===== src/rtl/truth_table_scanner.sv =====
// Truth-table scanner: walks a 3-input combinational block through all eight
// input combinations, captures its y output per row and compares the result
// against an expected table latched when the scan starts.
module truth_table_scanner #(
  parameter int unsigned SETTLE_CYCLES = 4
) (
  input  logic       clk,
  input  logic       rst_n,
  input  logic       start,
  input  logic [7:0] expected,
  input  logic       y,
  output logic       a,
  output logic       b,
  output logic       c,
  output logic       busy,
  output logic       done,
  output logic       pass,
  output logic [7:0] truth_table,
  output logic [7:0] mismatch
);

  localparam int unsigned CNT_W = 8;
  localparam int unsigned IDX_W = 3;
  localparam int unsigned ROWS  = 8;
  localparam logic [CNT_W-1:0] CNT_LAST = CNT_W'(SETTLE_CYCLES - 1);
  localparam logic [IDX_W-1:0] IDX_LAST = IDX_W'(ROWS - 1);

  typedef enum logic [1:0] {
    IDLE   = 2'd0,
    SETTLE = 2'd1,
    SAMPLE = 2'd2,
    DONE   = 2'd3
  } state_t;

  state_t            state_q, state_d;
  logic [IDX_W-1:0]  idx_q, idx_d;
  logic [CNT_W-1:0]  cnt_q, cnt_d;
  logic [ROWS-1:0]   exp_q, exp_d;
  logic [ROWS-1:0]   tt_q, tt_d;
  logic [ROWS-1:0]   mism_q, mism_d;
  logic              busy_q, busy_d;
  logic              done_q, done_d;
  logic              pass_q, pass_d;
  logic [ROWS-1:0]   tt_smp;

  // State and datapath registers; reset returns every output to zero.
  always_ff @(posedge clk or negedge rst_n) begin
    if (!rst_n) begin
      state_q <= IDLE;
      idx_q   <= '0;
      cnt_q   <= '0;
      exp_q   <= '0;
      tt_q    <= '0;
      mism_q  <= '0;
      busy_q  <= 1'b0;
      done_q  <= 1'b0;
      pass_q  <= 1'b0;
    end else begin
      state_q <= state_d;
      idx_q   <= idx_d;
      cnt_q   <= cnt_d;
      exp_q   <= exp_d;
      tt_q    <= tt_d;
      mism_q  <= mism_d;
      busy_q  <= busy_d;
      done_q  <= done_d;
      pass_q  <= pass_d;
    end
  end

  // Next-state and next-output logic for the scan sequence.
  always_comb begin
    state_d = state_q;
    idx_d   = idx_q;
    cnt_d   = cnt_q;
    exp_d   = exp_q;
    tt_d    = tt_q;
    mism_d  = mism_q;
    busy_d  = busy_q;
    done_d  = done_q;
    pass_d  = pass_q;

    // Table as it will look once the current row's y is captured; the final
    // row feeds pass/mismatch in the same cycle it is stored.
    tt_smp        = tt_q;
    tt_smp[idx_q] = y;

    unique case (state_q)
      IDLE, DONE: begin
        if (start) begin
          exp_d   = expected;
          tt_d    = '0;
          mism_d  = '0;
          done_d  = 1'b0;
          pass_d  = 1'b0;
          idx_d   = '0;
          cnt_d   = '0;
          busy_d  = 1'b1;
          state_d = SETTLE;
        end
      end
      SETTLE: begin
        if (cnt_q == CNT_LAST) begin
          state_d = SAMPLE;
        end else begin
          cnt_d = cnt_q + CNT_W'(1);
        end
      end
      SAMPLE: begin
        tt_d = tt_smp;
        if (idx_q == IDX_LAST) begin
          busy_d  = 1'b0;
          done_d  = 1'b1;
          pass_d  = (tt_smp == exp_q);
          mism_d  = tt_smp ^ exp_q;
          state_d = DONE;
        end else begin
          idx_d   = idx_q + IDX_W'(1);
          cnt_d   = '0;
          state_d = SETTLE;
        end
      end
      default: state_d = IDLE;
    endcase
  end

  assign a           = idx_q[2];
  assign b           = idx_q[1];
  assign c           = idx_q[0];
  assign busy        = busy_q;
  assign done        = done_q;
  assign pass        = pass_q;
  assign truth_table = tt_q;
  assign mismatch    = mism_q;

endmodule


===== config.mk =====
export PLATFORM = sky130hd
export DESIGN_NAME = truth_table_scanner
export DESIGN_NICKNAME = d
export VERILOG_FILES = /design/src/rtl/truth_table_scanner.sv
export SDC_FILE = /design/constraint.sdc
export NUM_CORES = 1
export LEC_CHECK = 0
export CAP_MARGIN = 30
export CELL_PAD_IN_SITES_DETAIL_PLACEMENT = 1
export CELL_PAD_IN_SITES_GLOBAL_PLACEMENT = 2
export CORE_MARGIN = 3
export CORE_UTILIZATION = 38
export CTS_BUF_LIST = sky130_fd_sc_hd__clkbuf_2
export CTS_CLUSTER_SIZE = 20
export DETAILED_ROUTE_END_ITERATION = 8
export PLACE_DENSITY = 0.93
export SYNTH_ARGS = -nofsm -noshare
export SYNTH_HDL_FRONTEND = slang
export SYNTH_SLANG_ARGS = --single-unit

===== constraint.sdc =====
create_clock -name clk -period 5 [get_ports clk]
set_input_delay 1 -clock clk [delete_from_list [all_inputs] [get_ports clk]]
set_output_delay 1 -clock clk [all_outputs]
set_load 0.05 [all_outputs]

; Word-level counts from Yosys, hierarchy flattened
; Index checks and enable logic that the tools add are counted.
[classes]
order_cmp = 2
add_sub_neg = 2
n_bitwise = 1
n_eq_ne = 11
n_reduce_logical = 10
n_mux = 25
[op_table]
columns = op, n
row1 = 8-bit 2-to-1 mux, 4
row2 = 8-bit one-hot mux with 2 select lines, 2
row3 = 8-bit one-hot mux with 3 select lines, 1
row4 = "2-bit inequality test, second input constant", 5
row5 = 3-bit AND reduction, 3
row6 = "8-bit by 1-bit adder with 8-bit output, second input constant", 1
row7 = 8-bit bitwise mux, 1
row8 = "8-bit by 2-bit == test with 1-bit output, second input constant", 1
row9 = 8-bit == test, 1
row10 = 8-bit bitwise XOR, 1
row11 = 1-bit 2-to-1 mux, 6
row12 = 2-bit 2-to-1 mux, 3
row13 = 3-bit 2-to-1 mux, 2
row14 = 1-bit one-hot mux with 2 select lines, 3
row15 = 2-bit one-hot mux with 3 select lines, 1
row16 = 3-bit one-hot mux with 2 select lines, 1
row17 = 2-bit AND reduction, 3
row18 = "2-bit == test, second input constant", 2
row19 = "3-bit by 4-bit < comparator with 1-bit output, second input constant", 1
row20 = "3-bit by 1-bit adder with 3-bit output, second input constant", 1
row21 = 1-bit demux with 3-bit select, 1
row22 = "3-bit == test, second input constant", 1
row23 = "3-bit by 1-bit >= comparator with 1-bit output, second input constant", 1
row24 = "2-bit by 1-bit == test with 1-bit output, second input constant", 1
row25 = 4 further kinds, 4
[word_totals]
register_bits = 40
out_inout_bits = 22

; Logic depth before layout (Yosys ltp)
[logic_depth]
word_depth = 8
ltp_mapped = 8
mapped_depth_nobuf = 7

; Worst setup path before layout
; No wires, ideal clock.
[synth_timing]
path_kind = input port to flip-flop
startpoint = input port start
endpoint = register mism_q[0] (netlist: mismatch[0])
cell_stages = 6
t_arrival_ns = 1.906
setup_slack_ns = 2.973
path_cell_list = nand2b_1 -> buf_2 -> o21ai_0 -> a21o_1 -> buf_2 -> a22o_1
[synth_between]
elab_chain_len = 2
[synth_lines]
columns = item, line
row1 = "start, declared", 9  ; input logic start,
row2 = 2-bit inequality test (no line), --
row3 = 3-bit AND reduction (no line), --
row4 = "end signal, assigned", 64  ; mism_q <= mism_d;
row5 = "end, declared", 40  ; logic [ROWS-1:0] mism_q, mism_d;
; Every way passes these cells.
; A chain may end at the register's enable or synchronous reset.

; Worst setup path in the final report
[layout_timing]
startpoint = register idx_q[1]
endpoint = output port b
[layout_rtl]
columns = item, line
row1 = "start, declared", 36  ; logic [IDX_W-1:0] idx_q, idx_d;
row2 = "start signal, assigned", 60  ; idx_q <= idx_d;
row3 = "end, declared", 13  ; output logic b,
; No word-level cell between the ends.

==> results.md <==
- Max Cap Viol: 0
- Buffers on Ports: 33
- Synth area leaders: dfrtp_1, a22o_1, mux2_2
- H-tree level count: 2
- CP Class: register to primary output
- Hpwl dp: 3870 µm
- Worst-Skew Late Latency: 0.42 ns
- Number of flops mapped to enable cells by yosys: 0
- Synth Instances: 192
- Pleak: around 0.0012 µW
- PwrDens: 389 nW/µm²
- Largest net degree at the start of global routing: 41
- Sink Count: 40
- Post-detailed-route count of antenna-violating nets: 0
- Compound-cell area share of the yosys netlist: 16.1%
- Core area: 5240 µm²
- # setup viols final: 0
- WP depth: 1
- Die span in x: 80.5 µm
- CTS resizes: 0
- Antenna violations before repair: 0
- Post-Syn Area: about 2100 µm²
- Final nets: between 200 and 250
- DR iter-0 viols: 66
- Routed WL: 5140 µm
- Number of global-route vias before repair: 1656
- Row count: 26
- Slew Limit Fails: 0
- Hold Fails Final Rpt: 0
- Max VDD drop: 0.227 mV
- Post-synthesis simple-gate area fraction: 15.9%
- Setup_tns: 0 ns
- Final period util: about 61%
- Vias per cell: 5.42
- Starting Density: ~40%
- WP data arrival: 2.07 ns
- Largest delay share family, worst path: buffers and inverters
- Syn nets: 210
- DRC viols: 0
- Mean Syn Cell Area: 11.0 µm²
- Post-synth cell types: 37
- Yosys top cell by area: dfrtp_1
- Asr flop ratio synth: 100%
- Grt ovf: 0
- Sequential area share after synthesis: a little under half
- Dpl cells: ~290
- Worst Skew: 0.0227 ns
- Setup bufs post-CTS: 0
- GP Congestion: around 0.85
- CTS tree: done
- Area growth syn-to-layout: 21.1%
- Die ar.: 6490 µm²
- Crit path cell chain: clkdlybuf4s50_1
- Commonest register cell after synthesis: dfrtp_1
- Antenna cells: 0
- Buf/Inv on CP: 1
- Post-Layout Cell Count: 296
- Synth Area in XOR/XNOR: 4.56%
- Hold Crit Class: register to register
- Syn. warnings: 0
- First-pass GRT wire length: approximately 8500 µm
- CTS Buf Count: 5
- CP peak stage delay: around 0.91 ns
- Clock Path Buffers: 2
- Reg clk slew, reported paths: 0.23 ns
- WP data required: 4.00 ns
- Largest family of logic cells by synthesized area: compound AO/OA/AOI/OAI gates
- Via count: about 1600
- Adder-Cell Fraction of Synth Area: 3.56%
- Synthesized flop and latch total: 40
- Hold Crit Depth: 1
- Hold-fix buffers, CTS: 0
- CP Max Fanout: 12
- Most common cell after layout, fill and taps aside: dfrtp_1
- Mux cell area share after synthesis: 8.60%
- Crit end category: primary output
- Startpoint Class: register
- I/O pins: 34
- Outcome: completed
- Worst slew margin: 40.6%
- Most frequent cells in the layout: dfrtp_1, clkdlybuf4s50_1, a22o_1
- Ratio of cells with drive above 1 in the final layout: 13.3%
- Root Driver: clkbuf_2
- Worst Tran Pin Value: 0.891 ns
- Max Clock Freq: 325 MHz
- RSZ-0062 raised after global routing: false
- Post-layout min period: 3.07 ns
- Synth top area share: a little under half
- Die height: just over 80 µm
- Wire per inst: between 15 and 20 µm
- Slowest CP cell: clkdlybuf4s50_1
- R2R cell count: 5
- Total GRT Usage: 17.3%
- Drt pass-1 iters: 4
[logic make-up after synthesis]
group | after synthesis
compound gates | 48
xor+xnor | 11
fa+ha+maj | 6
buf+inv | 17
flops | 40
mux | 17
simple gates | 53
[worst reg2reg max path: cells and delay by family, from the launching register on]
kind | cells | cell delay (ns)
and+or+nand+nor | 2 | 0.76
DFF | 1 | 0.75
AOI/OAI and AO/OA | 1 | 0.23
adders and majority gates | 2 | 0.51
[state kept, by name, summed over array words and instances (netlist names)]
name	flops
mismatch	8
pass	1
busy	1
done	1
cnt_q	8
exp_q	8
truth_table	8
state_q	2
idx_q	3
[power by group]
| group | total [µW] | switching [µW] | internal, µW |
|---|---|---|---|
| Combinational | 354 | 208 | 147 |
| Clock | 204 | 118 | 86.4 |
| Sequential | 436 | 58.9 | 377 |
| Total | 994 | 385 | 610 |
[through the flow]
| stage | hold WS, ns | area, µm² | utilization (%) | total power [µW] | setup slack [ns] |
|---|---|---|---|---|---|
| 2_1_floorplan | 0.475 | 2110 | - | 693 | 2.97 |
| 3_3_place_gp | 0.479 | 2480 | 47.4 | 786 | 2.25 |
| 3_5_place_dp | 0.497 | 2480 | 47.4 | 800 | 2.18 |
| 4_1_cts | 0.545 | 2560 | 48.8 | 1010 | 1.91 |
| 5_1_grt | 0.571 | 2560 | 48.8 | 1060 | 1.83 |
| 6_report | 0.533 | 2560 | 48.8 | 994 | 1.93 |
[worst paths after layout]
kind | start | endpoint | slack, ns
max | idx_q[1] | b | 1.93
min in group asynchronous | rst_n | cnt_q[4] | 0.65
max in group asynchronous | rst_n | truth_table[2] | 3.77
min reg2reg | done | done | 0.53
max reg2reg | idx_q[1] | mismatch[1] | 2.72
min | done | done | 0.53
[Yosys cell counts, types with 2 or more instances]
cell type   n
nor2_1      8
dfrtp_1    40
ha_1        6
buf_4       2
a22o_1     23
mux2i_1     8
a21oi_1     4
o21ai_0    15
xnor2_1    11
clkbuf_1    3
a21o_1      2
nand3_1     8
nand3b_1    2
nand2_1    13
buf_2       2
nor3_1      4
nor3b_4     2
inv_1       9
o21ai_1     2
nand2b_1    2
and3_2      2
mux2_2      9
[metal layers]
| layer | track usage (%) | up-vias | wire, µm |
|---|---|---|---|
| met4 | 5.57 | 0 | 87 |
| met3 | 3.48 | 9 | 169 |
| li1 | - | 757 | - |
| met5 | 0 | - | 0 |
| met2 | 29.8 | 31 | 2540 |
| met1 | 21.7 | 807 | 2340 |
[area by class of cell]
type / count / area [µm²]
clock buffer: 5 / 25.0
clock inverter: 3 / 47.5
fill: 588 / 2680
inverter: 9 / 33.8
multi-input combinational: 135 / 1030
sequential: 40 / 1000
tap: 70 / 87.6
timing repair buffer: 34 / 333
Note: power is estimated with default switching activity, not from simulation.
